`src/rtl/conv_out_serializer.sv`:
```
// conv_out_serializer
// Takes one packed multi-channel accumulator beat per output pixel and emits the
// channels one per beat (channel 0 first). Each channel is arithmetically
// right-shifted and then saturated to signed WidthOut. The block also tracks the
// raster position and flags end-of-line and end-of-frame on the last channel.
// Optional build macro: CONV_OUT_RELU_EN clamps negative values to zero before
// saturation.
//
//   state | meaning
//   ------+-----------------------------------------------------------------
//   IDLE  | no pixel held; ready_o=1 to accept the next beat
//   SEND  | emitting the channels of cap_r; a new beat may be accepted on the
//         | last channel so that back-to-back pixels run without a bubble

module conv_out_serializer #(
   parameter int OutLineWidthPx = 158,
   parameter int OutLineCountPx = 118,
   parameter int OutChannels    = 2,
   parameter int WidthIn        = 32,
   parameter int WidthOut       = 8,
   parameter int ShiftAmt       = 0,
   localparam int ChW           = (OutChannels > 1) ? $clog2(OutChannels) : 1
) (
   input  logic                           clk_i,
   input  logic                           rst_i,
   input  logic                           valid_i,
   output logic                           ready_o,
   input  logic [OutChannels*WidthIn-1:0] data_i,
   output logic                           valid_o,
   input  logic                           ready_i,
   output logic [WidthOut-1:0]            data_o,
   output logic [ChW-1:0]                 ch_o,
   output logic                           eol_o,
   output logic                           eof_o
);

   localparam int XW = (OutLineWidthPx > 1) ? $clog2(OutLineWidthPx) : 1;
   localparam int YW = (OutLineCountPx > 1) ? $clog2(OutLineCountPx) : 1;
   localparam logic [ChW-1:0] CH_LAST = ChW'(OutChannels - 1);
   localparam logic [XW-1:0]  X_LAST  = XW'(OutLineWidthPx - 1);
   localparam logic [YW-1:0]  Y_LAST  = YW'(OutLineCountPx - 1);
   localparam logic signed [WidthIn-1:0] SAT_MAX =
      {{(WidthIn-WidthOut+1){1'b0}}, {(WidthOut-1){1'b1}}};
   localparam logic signed [WidthIn-1:0] SAT_MIN =
      {{(WidthIn-WidthOut+1){1'b1}}, {(WidthOut-1){1'b0}}};

   typedef enum logic {IDLE = 1'b0, SEND = 1'b1} state_t;

   state_t                         state_r, state_n;
   logic [OutChannels*WidthIn-1:0] cap_r;
   logic [ChW-1:0]                 ch_r, ch_n;
   logic [XW-1:0]                  x_r, x_n;
   logic [YW-1:0]                  y_r, y_n;
   logic                           load;
   logic                           in_fire;
   logic                           out_fire;
   logic                           ch_last;

   logic signed [WidthIn-1:0]      sel;
   logic signed [WidthIn-1:0]      shifted;
   logic signed [WidthIn-1:0]      clamped;

   // State, channel, raster and capture registers
   always_ff @(posedge clk_i) begin
      if (rst_i) begin
         state_r <= IDLE;
         cap_r   <= '0;
         ch_r    <= '0;
         x_r     <= '0;
         y_r     <= '0;
      end else begin
         state_r <= state_n;
         ch_r    <= ch_n;
         x_r     <= x_n;
         y_r     <= y_n;
         if (load) cap_r <= data_i;
      end
   end

   // Handshakes, next state, channel sequencing and raster advance
   always_comb begin
      state_n  = state_r;
      ch_n     = ch_r;
      x_n      = x_r;
      y_n      = y_r;
      load     = 1'b0;
      ch_last  = (ch_r == CH_LAST);
      valid_o  = (state_r == SEND);
      ready_o  = 1'b0;
      if (!rst_i) begin
         if (state_r == IDLE)
            ready_o = 1'b1;
         else
            ready_o = ch_last & ready_i;
      end
      in_fire  = valid_i & ready_o;
      out_fire = valid_o & ready_i;

      case (state_r)
         IDLE: begin
            if (in_fire) begin
               load    = 1'b1;
               ch_n    = '0;
               state_n = SEND;
            end
         end
         SEND: begin
            if (out_fire) begin
               if (ch_last) begin
                  if (x_r == X_LAST) begin
                     x_n = '0;
                     y_n = (y_r == Y_LAST) ? '0 : y_r + 1'b1;
                  end else begin
                     x_n = x_r + 1'b1;
                  end
                  if (in_fire) begin
                     load = 1'b1;
                     ch_n = '0;
                  end else begin
                     state_n = IDLE;
                  end
               end else begin
                  ch_n = ch_r + 1'b1;
               end
            end
         end
         default: state_n = IDLE;
      endcase
   end

   // Requantize the currently selected channel from the captured beat
   always_comb begin
      sel = '0;
      for (int c = 0; c < OutChannels; c++) begin
         if (ch_r == ChW'(c)) sel = cap_r[c*WidthIn +: WidthIn];
      end
      shifted = sel >>> ShiftAmt;
`ifdef CONV_OUT_RELU_EN
      clamped = shifted[WidthIn-1] ? '0 : shifted;
`else
      clamped = shifted;
`endif
      if (clamped > SAT_MAX)
         data_o = SAT_MAX[WidthOut-1:0];
      else if (clamped < SAT_MIN)
         data_o = SAT_MIN[WidthOut-1:0];
      else
         data_o = clamped[WidthOut-1:0];
   end

   assign ch_o  = ch_r;
   assign eol_o = valid_o & ch_last & (x_r == X_LAST);
   assign eof_o = eol_o & (y_r == Y_LAST);

endmodule

```
`config.mk`:
```
export PLATFORM = sky130hd
export DESIGN_NAME = conv_out_serializer
export DESIGN_NICKNAME = d
export VERILOG_FILES = /design/src/rtl/conv_out_serializer.sv
export SDC_FILE = /design/constraint.sdc
export NUM_CORES = 1
export LEC_CHECK = 0
export ABC_CLOCK_PERIOD_IN_PS = 2100
export CORE_MARGIN = 2
export CORE_UTILIZATION = 45
export CTS_BUF_LIST = sky130_fd_sc_hd__clkbuf_8
export DETAILED_ROUTE_END_ITERATION = 7
export HOLD_SLACK_MARGIN = 0.1
export PLACE_DENSITY_LB_ADDON = 0.05
export SLEW_MARGIN = 10
export SYNTH_ARGS = -nofsm -noshare
export SYNTH_HDL_FRONTEND = slang
export SYNTH_SLANG_ARGS = --single-unit
export TNS_END_PERCENT = 10
```
`constraint.sdc`:
```
create_clock -name clk_i -period 2.1 [get_ports clk_i]
set_clock_uncertainty 0.2 [all_clocks]
set_input_delay 0.63 -clock clk_i [delete_from_list [all_inputs] [get_ports clk_i]]
set_output_delay 0.63 -clock clk_i [all_outputs]
set_load 0.005 [all_outputs]
```
==> results.md <==
- First-pass GRT wire length: 14200 microns
- Die area: 8710 sq um
- Final WL: about 9000 microns
- Num CTS Buffers: 9
- Die Y-Extent: 93.3 microns
- Crit-path max FO: 6
- Clock Path Buffers: 2
- Final Cycle Share: 1.35
- RSZ-0062 raised after global routing: yes
- Initial antenna violation count: 0
- FFs w/ async S/R, synth: 0
- Clk slew on worst S/H paths: roughly 0.08 ns
- Worst-Skew Late Latency: approximately 0.35 ns
- Slew headroom: 0.605
- Fmax: 353 MHz
- Grt ovf: 0
- Peak supply drop: roughly 0.00042 V
- Clock root buffer: clkbuf_8
- P_leak: a little under 2 nW
- Library cells used by synthesis: 37
- CTS sink cnt: 81
- Setup Viol. Count Final: 11
- Commonest cells after routing, fill and taps aside: dfxtp_1 (77), nand2_1 (73), clkdlybuf4s50_1 (68), nand2b_1 (64), o21ai_0 (63)
- DRC: 0
- FF-to-FF setup slack: roughly 0.20 ns
- Sequential share of the synthesized area: 0.452
- Critical path arrival: 2.00 ns
- Tot GR Track Use: 0.206
- Tmin final: approximately 2.8 ns
- Synthesized flop and latch total: 81
- Violated checks: setup timing
- Critical Path Source Type: register
- Setup crit end kind: output port
- Most common cell after layout, fill and taps aside: dfxtp_1
- Initial core utilization: 0.465
- Port bufs: 80
- Crit path max-delay family: simple AND/OR/NAND/NOR gates
- Fin nets: 631
- Via-to-Cell Ratio: ~5
- Die Width: 93.3 microns
- Core Footprint: 7730 sq um
- Max Cap Viol: 0
- Area Growth Syn to Fin: 46.2%
- Vias in the first global route: 3203
- Syn. warnings: 0
- Hold path depth: 2
- Worst flop-to-flop path startpoint: ch_o
- R2R Path End: cap_r[25]
- Final Hold Viols: 0
- Hpwl dp: between 6000 and 7000 microns
- Critical-path top delay cell: or4b_4
- Router iterations before antenna repair: 4
- Gate Count Post-Synth: roughly 440
- H-tree depth reported by CTS: 3
- Global placer's final weighted congestion: roughly 0.81
- CTS tree: yes
- EDFF count, synth: 0
- Post-Syn Nets: 507
- Crit path largest cell delay: 0.46 ns
- Worst EP required: around 1.3 ns
- ANT nets after route: 0
- Antenna cells: 0
- DR iter-0 viols: 114
- Pre-CTS setup slack: -0.749 ns
- Cell Area, Placed: between 4000 and 5000 sq um
- Max Slew Vio Count: 0
- Synth Area per Inst: 8.26 sq um
- Num ports: 81
- Critical Path Most Common Cell: o22ai_2
- Worst hold start: cap_r[1]
- Avg WL per Cell: approximately 13 microns
- CP bufs+invs: 3
- Hold Path Class: register to register
- Rows: 32
- Largest net degree at the start of global routing: 77
- Hold Path End: cap_r[1]
- PD cells: between 600 and 700 nW/um^2
- Layout cells sized above 1: 0.206
- Final worst slack: -0.732 ns
- R2R cell count: 9
- Mapped cell area: about 3600 sq um
- Via Count: roughly 3300
- Crit path kind: register to output port
- Outcome: finished with violations
- CP cell instances: buf_6 > or4b_4 > o22ai_2 > o211a_4 > buf_4 > o22ai_2 > buf_2
- Worst slew pin tran: a little under 0.6 ns
- Fin area: ~5300 sq um
- Most common flop cell mapped by yosys: dfxtp_1
==> power by group <==
part / total [mW] / internal (mW) / switching, mW
clock: 1.33 / 0.779 / 0.549
combinational: 0.507 / 0.305 / 0.201
sequential: 1.69 / 1.63 / 0.0657
==> worst register-to-register path: cells and delay by family, from the launching register on <==
kind            cells  cell delay (ns)
compound gates      2             0.25
buf+inv             4             0.60
flops               1             0.35
simple gates        3             0.37
==> kinds of logic after synthesis <==
logic type,Yosys count,share of synthesized area
fa+ha+maj,4,0.0139
compound gates,86,0.129
simple gates,213,0.316
mux,9,0.0254
buf+inv,30,0.0352
flops,81,0.452
xor+xnor,12,0.0293
==> synth_stat cells (all sizes together), types with 2 or more instances <==
| master | instances | share of area |
|---|---|---|
| nand2b | 64 | 0.11 |
| inv | 5 | 0.0052 |
| xor2 | 8 | 0.020 |
| mux2i | 8 | 0.022 |
| buf | 10 | 0.014 |
| dfxtp | 81 | 0.45 |
| nor4 | 9 | 0.020 |
| xnor2 | 4 | 0.0098 |
| nor4b | 2 | 0.0049 |
| or4 | 2 | 0.0042 |
| nor2 | 18 | 0.019 |
| or4b | 2 | 0.0056 |
| clkbuf | 15 | 0.016 |
| o22ai | 11 | 0.019 |
| o21ai | 66 | 0.092 |
| nand4 | 17 | 0.030 |
| and2 | 3 | 0.0052 |
| nand3 | 6 | 0.0084 |
| nor3 | 9 | 0.016 |
| a21oi | 4 | 0.0056 |
| ha | 4 | 0.014 |
| and3 | 4 | 0.0070 |
| nand3b | 2 | 0.0042 |
| nand2 | 73 | 0.076 |
==> routing by layer <==
layer | share of wire | vias up | track usage
li1 | - | 1734 | -
met1 | 0.47 | 1532 | 0.257
met2 | 0.48 | 68 | 0.351
met3 | 0.038 | 13 | 0.0548
met4 | 0.014 | 0 | 0.0527
met5 | 0 | - | 0
==> sequential cells by signal, summed over array words and instances (netlist names) <==
| register | flops |
|---|---|
| cap_r | 64 |
| ch_o | 1 |
| valid_o | 1 |
| x_r | 8 |
| y_r | 7 |
==> layout make-up <==
cell class                 count  area, sq um
timing repair buffer         138         1240
fill                         639         2480
sequential                    81         1630
tap                          102          128
inverter                       5         18.8
clock inverter                 6          108
clock buffer                   9          124
multi-input combinational    324         2000
==> per-stage QoR <==
step	util	instances	hold slack [ns]	total power, mW	TNS [ns]
after global placement	0.636	645	0.259	2.21	-22.95
after floorplan	-	435	0.246	1.94	-0.826
after CTS	0.676	665	0.278	3.55	-6.98
final	0.680	665	0.275	3.53	-6.63
after global routing	0.680	665	0.303	3.68	-7.76
after detailed placement	0.636	645	0.263	2.22	-23.88
==> worst max-delay path by stage <==
stage | from | endpoint | slack, ns | cells past startpoint
2_1_floorplan | ch_o | data_o[0] | -0.13 | 5
3_3_place_gp | ch_o | data_o[0] | -0.72 | 7
4_1_cts | ch_o | data_o[3] | -0.76 | 8
3_5_place_dp | ch_o | data_o[0] | -0.75 | 7
6_report | ch_o | data_o[3] | -0.73 | 7
5_1_grt | cap_r[45] | data_o[1] | -0.84 | 8
==> what timing repair did <==
item / CTS / global route
hold buffers: 0 / 0
resized for setup: 51 / 10
endpoints found under the setup margin: 16 / 18
setup buffers: 5 / 0
pin swaps: 8 / 3
Note: power is estimated with default switching activity, not from simulation.
